===== config.mk =====
export PLATFORM = sky130hd
export DESIGN_NAME = pc_gen
export DESIGN_NICKNAME = d
export VERILOG_FILES = /design/src/rtl/pc_gen.sv
export SDC_FILE = /design/constraint.sdc
export NUM_CORES = 1
export LEC_CHECK = 0
export ABC_AREA = 1
export ABC_CLOCK_PERIOD_IN_PS = 1800
export CAP_MARGIN = 25
export CORE_ASPECT_RATIO = 2
export CORE_MARGIN = 4
export CORE_UTILIZATION = 48
export CTS_CLUSTER_DIAMETER = 60
export DETAILED_ROUTE_END_ITERATION = 12
export GPL_ROUTABILITY_DRIVEN = 1
export PLACE_DENSITY_LB_ADDON = 0.25
export SLEW_MARGIN = 30
export SYNTH_ARGS = -nofsm -noshare
export SYNTH_HDL_FRONTEND = slang
export SYNTH_SLANG_ARGS = --single-unit

===== constraint.sdc =====
create_clock -name clk -period 1.8 [get_ports clk]
set_input_delay 0.27 -clock clk [delete_from_list [all_inputs] [get_ports clk]]
set_output_delay 0.27 -clock clk [all_outputs]
set_load 0.01 [all_outputs]

===== src/rtl/pc_gen.sv =====
// Program counter generator: IDLE/RUN fetch FSM with redirect, stall and wrap.
// Define PC_MISALIGN_TRAP_EN to trap misaligned redirects to TRAP_VECTOR.
module pc_gen #(
    parameter int              XLEN         = 32,
    parameter logic [XLEN-1:0] RESET_VECTOR = '0,
    parameter logic [XLEN-1:0] TRAP_VECTOR  = XLEN'(32'h100)
) (
    input  logic            clk,
    input  logic            rst,
    input  logic            en,
    input  logic            ready,
    input  logic            redirect_valid,
    input  logic [XLEN-1:0] redirect_target,
    output logic [XLEN-1:0] pc,
    output logic            valid
`ifdef PC_MISALIGN_TRAP_EN
    ,
    output logic            misalign
`endif
);

    typedef enum logic {
        IDLE,
        RUN
    } state_t;

    state_t          state;
    logic [XLEN-1:0] load_pc;

    if (XLEN < 16 || XLEN > 64) begin : g_bad_xlen
        $error("pc_gen: XLEN out of range");
    end

`ifdef PC_MISALIGN_TRAP_EN
    logic bad_align;
    assign bad_align = |redirect_target[1:0];
    assign load_pc   = bad_align ? TRAP_VECTOR : redirect_target;
`else
    // Low target bits are dropped; instructions are always word aligned.
    logic unused_bits;
    assign unused_bits = ^{TRAP_VECTOR, redirect_target[1:0]};
    assign load_pc     = {redirect_target[XLEN-1:2], 2'b00};
`endif

    always_ff @(posedge clk or negedge rst) begin
        if (!rst) begin
            state    <= RUN;
            valid    <= 1'b1;
            pc       <= RESET_VECTOR;
`ifdef PC_MISALIGN_TRAP_EN
            misalign <= 1'b0;
`endif
        end else begin
`ifdef PC_MISALIGN_TRAP_EN
            misalign <= redirect_valid && bad_align;
`endif
            // A redirect overrides everything but never changes state.
            if (redirect_valid) begin
                pc <= load_pc;
            end else begin
                unique case (state)
                    RUN: begin
                        if (ready) begin
                            pc <= pc + XLEN'(4);
                        end
                        if (!en) begin
                            state <= IDLE;
                            valid <= 1'b0;
                        end
                    end
                    IDLE: begin
                        if (en) begin
                            state <= RUN;
                            valid <= 1'b1;
                        end
                    end
                endcase
            end
        end
    end

endmodule


==> results.ini <==
[outcome]
outcome = complete, no violations

[die]
fp.dieArea_sq_um = 6360
coreArea_sq_um = 4910
die_w_um = 58.4
die_h_um = 109
io-pin-count = 70
start_util_pct = 49.7
fp-row-count = 36

[routing]
met2_wirelength_mm = 4.02
drt-wirelength-per-cell_um = 13.8
dr.first_iter.drc_count = 109
drtAntennaViolNets = 0
drt_wl_total_mm = 7.27
top_layer_used = met4
drt_pass1_iterations = 4
drc = 0
num_vias = 2706
met3_length_um = 361
vias_per_cell = 5.13
met1_length_mm = 2.67

[pwr]
power_leakage_nw = 1.51
power.total_mw = 2.51
irDropWorstVdd_v = 0.000503
powerDensity_nw_per_um2 = 764

[placed_design]
place_ws_ns = 0.0126
io_buffers = 65
dp_hpwl_mm = 5.67
gp_congestion = 0.873

[setup_path]
worstPathArrival_ns = 1.84
critPathMaxFanout = 6
critical_path_class = reg -> reg
endpoint_kind = flop
r2r_slack_ns = 0.14
required_ns = 1.98
worstSetupStartpointType = flop

[logic_synthesis]
synth_flop_cell = dfrtp_1
synth_warnings = 0
synthArstFlopShare_pct = 100
synthesis.area_sq_um = 2440
synth-seq-cells = 32
synth_seq_area_share_pct = 32.9
avgSynthCellArea_sq_um = 6.13
synth_edf_count = 0
yosysUniqueCellTypes = 31
synthCells = 398

[cells_and_area]
mostFrequentLayoutCells = nand2_1, nor2_1, clkdlybuf4s50_1
final_nets = 507
antennaDiodeCount = 0
final_common_cell = nand2_1
drive_gt1_share_pct = 8.51
syn_to_final_growth_pct = 34.9

[min_path]
hold_path.class = in -> async

[clock_tree]
cts_max_path_buffers = 2
root_buffer = clkbuf_8
cts.clk_slew.worst_paths_ns = 0.07
clkLatencyLatePin_ns = 0.28
cts_setup_buffers = 0
cts_sinks = 32
post_cts_resize_count = 0
hold_buffers = 0
cts_buffers = 5
cts_tree = built
htree_levels = 2

[timing]
layout_setup_ws_ns = 0.139
post-route-period-util_pct = 92.3
setup-tns-final_ns = 0
drv_slew = 0
fin_crit_ns = 1.66
fmax_mhz = 602
rsz0062_at_grt = false
skew_ns = 0.00356
hold_violations = 0
finalSetupViolCount = 0

[grt]
grt-ovfl-total = 0
grt_first_pass_wirelength_mm = 11.9
grtUsageTotal_pct = 24.3
grt_pass1_vias = 2760
grt_max_degree = 33
antenna_found_initial = 0

[run]
drv_cap = 0

-- critical path, cell delays in order (launching register included) --
cell     delay [ns]
dfrtp_1        0.42
ha_1           0.23
inv_1          0.09
nor2_4         0.16
nand2_2        0.11
nor2_4         0.20
nand2_1        0.07
nand2_1        0.07
nand3_1        0.08
nand2_1        0.08
nand2_1        0.05
-- synth_stat cells (2+ instances only) --
cell / n / area, sq um
buf_4: 2 / 15.0
nor3_1: 2 / 10.0
o21ai_0: 23 / 115
buf_2: 9 / 45.0
nor2_1: 68 / 255
nor2_2: 3 / 18.8
clkbuf_1: 3 / 11.3
nor2_4: 7 / 78.8
and2_1: 2 / 12.5
nand2_2: 7 / 43.8
o21ai_1: 2 / 10.0
inv_1: 40 / 150
dfrtp_1: 30 / 751
a21oi_1: 22 / 110
dfstp_2: 2 / 52.6
nand2_1: 131 / 492
nand3_1: 31 / 155
-- area by class of cell --
class	count	area, sq um
fill	461	1620
multi-input combinational	312	1420
sequential	32	803
timing repair buffer	78	761
inverter	40	150
clock buffer	8	90.1
tap	57	71.3
-- flip-flops by register name (all words and copies together) (netlist names) --
register  flops
pc           30
state         1
valid         1
-- metrics by stage --
step                utilization, %  hold WS, ns  std cells  area [sq um]
finish                        67.0        0.400        527          3290
global route                  67.0        0.459        527          3290
CTS                           67.0        0.418        527          3290
detailed placement            65.2        0.495        519          3200
global placement              65.2        0.487        519          3200
floorplan                        -      -0.0256        399          2440
-- path summary, 6_finish.rpt --
path,to,startpoint,cells past startpoint
setup reg to reg,pc[22],pc[2],10
setup / recovery,pc[22],pc[2],10
hold / removal,pc[3],rst,2
max in group asynchronous,valid,rst,2
min in group clk,state,state,2
hold reg to reg,state,state,2
-- cells by family after synthesis --
group | synth area share (%)
compound gates | 11.7
xor+xnor | 0.718
fa+ha+maj | 0.513
buf+inv | 9.23
flops | 32.9
other cells | 0.154
simple gates | 44.7
-- routing by layer --
metal,vias up,GRT usage (%)
met1,1207,24.4
li1,1385,-
met4,0,12.9
met3,18,3.67
met2,96,45.7
met5,-,0
-- where the power goes --
group          switching [mW]  leakage, nW  total [mW]  internal [mW]
registers               0.175        0.371        1.01          0.835
clock network           0.278       0.0455       0.590          0.312
logic                   0.468         1.09       0.914          0.445
Note: power is estimated with default switching activity, not from simulation.
==> patch 1 (same flow settings) <==
`XLEN`: 32 -> 48.
--- a/src/rtl/pc_gen.sv
+++ b/src/rtl/pc_gen.sv
@@ -1,7 +1,7 @@
 // Program counter generator: IDLE/RUN fetch FSM with redirect, stall and wrap.
 // Define PC_MISALIGN_TRAP_EN to trap misaligned redirects to TRAP_VECTOR.
 module pc_gen #(
-    parameter int              XLEN         = 32,
+    parameter int              XLEN         = 48,
     parameter logic [XLEN-1:0] RESET_VECTOR = '0,
     parameter logic [XLEN-1:0] TRAP_VECTOR  = XLEN'(32'h100)
 ) (
Interface: changed (resized pc and redirect_target); port bits go from 70 to 102. The function was not compared with the original's and may differ.
==> patch 1 against the original RTL <==
- sequential cell count up 16
- routed wire length up 82%
- die area up 47%
- final area up 57%
- highest routed layer unchanged
- non-clock buffer count up 50
- power up 49%
- global-route usage up 3.4 points
- cell count up 56%
- critical path depth down 7
- worst setup slack worse by 110 ps
- area after synthesis up 54%
==> patch 1: results <==
[logic_synthesis]
avgSynthCellArea_sq_um = 6.15
synth.distinct_cells = 34
synth_common_cells = 202 x nand2_1, 80 x nor2_1, 74 x inv_1, 54 x nand3_1, 46 x dfrtp_1
synth_area_leaders = dfrtp_1 31%, nand2_1 20%, nor2_1 8.0%
yosysSeqAreaShare = 0.321

[finish]
layout-drive-gt1-share = 0.105
largestRegisters = pc: 46 flops, state: 1 flops, valid: 1 flops
nFillCells = 688
final_nets = 779
finalNonFillerCells = 820

[setup_path]
worst_path_max_delay_cell = clkdlybuf4s50_1
r2r-end = pc[40]
cp_slowest_stage_delay_ps = 530
r2r_start = pc[2]
cp_top_family = buffers and inverters
path_max_fanout = 5
rrSetupSlack_ps = 100
cp_data_arrival_time_ps = 1500

[place]
dp_cells = 807
gp_congestion = 0.974
hpwl_mm = 10.1
port_buffers = 97

[pwr]
static-leakage-power_nw = 2.41

[global_route]
grt_pass1_vias = 4352
grt_max_degree = 28
grt_usage = 0.276
grt_pass1_wl_mm = 20.6

[route]
via_count = 4496
drtIter0Drc = 278
drt-pass1-iter-count = 5
wl_per_cell_microns = 16.1

[status]
status = finished, final reports clean

[hold_path]
hp-class = input pin to asynchronous set/reset pin

[cts]
root_buffer = clkbuf_16
path_clk_slew_ps = 70
clock_latency_ps = 300

[sta]
finalClockSkew_ps = 8.89
patch 1: changes by cell type in the layout (fill, tap and decap cells not counted), sizes merged, moves of 13 or more:
cell           delta
inv              +35
clkdlybuf4s50    +31
a21oi            -19
dfrtp            +16
nand4            +13
nand2            +71
nand3            +23
buf              +18
nor2             +18
o21ai            +24
patch 1: what timing repair did:
item / 4_1_cts / 5_1_grt
endpoints found under the hold margin: 4 / 0
setup buffers: 0 / 3
hold buffers: 1 / 0
gates resized for setup: 0 / 12
setup endpoints to repair: 0 / 15
patch 1: kinds of logic after synthesis:
group                      Yosys count  synth area share
buffers and inverters               96             0.101
other                                1           0.00100
DFF                                 48             0.321
adders and majority gates            1           0.00334
and+or+nand+nor                    379             0.441
xor gates and xnor gates             4           0.00935
AOI/OAI and AO/OA                   80             0.124
patch 1: final cells by class:
type,count,area (sq um),area share
multi-input combinational,467,2220,0.428
sequential,48,1210,0.233
timing repair buffer,128,1200,0.232
inverter,75,282,0.0544
clock buffer,6,139,0.0269
tap,94,118,0.0227
clock inverter,2,10.0,0.00194
patch 1: per-stage QoR:
stage / setup WS, ps / utilization / cell area [sq um] / hold slack, ps
final: 25.5 / 0.680 / 5170 / 313
after global routing: -21.0 / 0.680 / 5170 / 334
after CTS: 43.2 / 0.671 / 5100 / 316
after detailed placement: 63.2 / 0.650 / 4940 / 97.8
after global placement: 93.5 / 0.650 / 4940 / 91.8
after floorplan: 177 / - / 3750 / -25.6
patch 1: per-layer routing:
layer | wire length (microns) | GRT usage | up-vias
met2 | 7020 | 0.504 | 190
met3 | 653 | 0.0380 | 58
li1 | - | - | 2173
met1 | 4820 | 0.291 | 2075
met5 | 0 | 0 | -
met4 | 719 | 0.165 | 0
patch 1: worst register-to-register path: cells and delay by family, from the launching register on:
kind,cells,cell delay [ps]
adders and majority gates,1,180
and+or+nand+nor,9,1010
DFF,1,410
patch 1: report_power, final:
part           internal [W]  switching (W)  leakage, nW
Clock              0.000549       0.000430       0.0766
Combinational      0.000641       0.000664         1.78
Sequential          0.00124       0.000230        0.557
patch 1: worst max path at each step:
stage / start / to / depth (start not counted)
6_report: pc[2] / pc[2] / 3
2_1_floorplan: pc[2] / pc[26] / 10
3_3_place_gp: redirect_valid / pc[33] / 6
5_1_grt: pc[3] / pc[27] / 10
4_1_cts: pc[2] / pc[28] / 10
3_5_place_dp: pc[2] / pc[28] / 10
==> patch 2 (same flow settings) <==
Made on the original files. Make the reset (`rst`) synchronous in one clocked block.
--- a/src/rtl/pc_gen.sv
+++ b/src/rtl/pc_gen.sv
@@ -42,7 +42,7 @@
     assign load_pc     = {redirect_target[XLEN-1:2], 2'b00};
 `endif
 
-    always_ff @(posedge clk or negedge rst) begin
+    always_ff @(posedge clk) begin
         if (!rst) begin
             state    <= RUN;
             valid    <= 1'b1;
Check against the original RTL: differs if rst is asserted again (counterexample within 4 cycles, from zero or initial values and one cycle with rst low); with rst held inactive, the same outputs for 10 cycles.
==> patch 2 against the original RTL <==
- register-to-register slack better by 80 ps
- fmax is 3.8% higher
- sequential cell count stayed put
- count of clock-buffer cells in the layout stayed put
- first-iteration DRC count is 13% higher
- routed wire length is 0.88% higher
- critical path type is now flip-flop to output port
- worst setup slack better by 60 ps
- largest cell class unchanged
- cell count is 2.5% lower
- area after synthesis is 3.5% lower
- final area is 3.2% lower
Power is not compared: it rests on default switching activity, and its combinational part moved more than twofold at a synthesized area within 25%.
==> patch 2: results <==
[hold_path]
hp-class = flip-flop to flip-flop
min_from = pc[31]

[sta]
finalClockSkew_ps = 3.11
timing.final.crit_share = 0.889

[setup_path]
worst_path_max_delay_cell = clkdlybuf4s50_1
path_max_fanout = 5
r2r_cells = 10
rrSetupSlack_ps = 220
r2r_start = pc[3]
r2r-end = pc[12]
cp_data_arrival_time_ps = 1330
cp_slowest_stage_delay_ps = 600
cp_top_family = buffers and inverters
startpoint = pc[11]

[place]
gp_congestion = 0.900
dp_slack_ps = 129
hpwl_mm = 5.63

[cts]
cts_made_buffers = 5
cts_setup_buffers = 0

[route]
vias_per_cell = 5.31
drtIter0Drc = 123
drt-pass1-iter-count = 4
wl_per_cell_microns = 14.3

[finish]
nFillCells = 453
final_nets = 496
layout-drive-gt1-share = 0.100

[global_route]
grt_usage = 0.251
grt_max_degree = 48
grt_pass1_vias = 2684
grt_pass1_wl_mm = 12.2

[logic_synthesis]
yosysSeqAreaShare = 0.272
synth_common_cells = 118 x nand2_1, 45 x inv_1, 42 x nand3_1, 39 x nor2_1, 32 x dfxtp_1
synth_area_leaders = dfxtp_1 27%, nand2_1 19%, nand3_1 8.9%
async_reset_ff_frac = 0
synth-main-ff-cell = dfxtp_1

[status]
status = finished, final reports clean
==> patch 2: kinds of logic (layout without fill, tap and decap cells) <==
logic type               after synthesis  count (layout)  share of synthesized area
AND/OR/NAND/NOR                      235             235                      0.464
AO/OA/AOI/OAI                         58              58                      0.143
flip-flops                            32              32                      0.272
other                                  1               2                    0.00159
buffers and inverters                 62             131                      0.114
adder cells (fa/ha/maj)                1               1                    0.00532
==> patch 2: layout make-up <==
class / count / area [sq um] / share of cell area
Inverter: 47 / 179 / 0.0562
Clock buffer: 8 / 90.1 / 0.0283
Tap cell: 55 / 68.8 / 0.0216
Multi-Input combinational cell: 296 / 1450 / 0.454
Sequential cell: 32 / 642 / 0.201
Timing Repair Buffer: 76 / 758 / 0.238
==> patch 2: repair_timing <==
item	CTS	global route
endpoints found under the hold margin	0	0
endpoints found under the setup margin	0	2
gates resized for setup	0	1
==> patch 2: how the worst max path moves through the flow <==
stage,endpoint,cells past startpoint
after floorplan,pc[12],10
after global placement,pc[5],7
after detailed placement,pc[27],8
after CTS,pc[12],10
after global routing,pc[12],10
final,pc[11],1
==> patch 2: per-layer routing <==
metal | vias up | GRT usage | wire length, microns | share of wire
li1 | 1388 | - | - | -
met5 | - | 0 | 0 | 0
met3 | 21 | 0.0325 | 329 | 0.045
met2 | 92 | 0.451 | 4020 | 0.55
met1 | 1229 | 0.275 | 2670 | 0.36
met4 | 0 | 0.128 | 314 | 0.043
==> patch 2: power groups by stage <==
stage	Sequential (W)	Clock [W]	Combinational (W)
4_1_cts	0.000828	0.000590	0.000445
3_5_place_dp	0.000844	0	0.000443
2_1_floorplan	0.000848	0	0.000195
3_3_place_gp	0.000842	0	0.000435
6_report	0.000829	0.000577	0.000442
5_1_grt	0.000838	0.000620	0.000491
==> patch 2: per-stage QoR <==
| step | util | std cells | instance area, sq um | total power, W | hold WS (ps) |
|---|---|---|---|---|---|
| 6_report | 0.680 | 514 | 3190 | 0.00185 | 517 |
| 5_1_grt | 0.680 | 514 | 3190 | 0.00195 | 566 |
| 4_1_cts | 0.680 | 514 | 3180 | 0.00186 | 513 |
| 3_5_place_dp | 0.660 | 506 | 3090 | 0.00129 | 502 |
| 3_3_place_gp | 0.660 | 506 | 3090 | 0.00128 | 484 |
| 2_1_floorplan | - | 390 | 2360 | 0.00104 | 433 |
==> patch 2: worst register-to-register path, delay by kind of cell (launching register included) <==
family                     cells  cell delay (ps)
AOI/OAI and AO/OA              1              150
adders and majority gates      1              180
buffers and inverters          1               50
DFF                            1              370
and+or+nand+nor                7              720
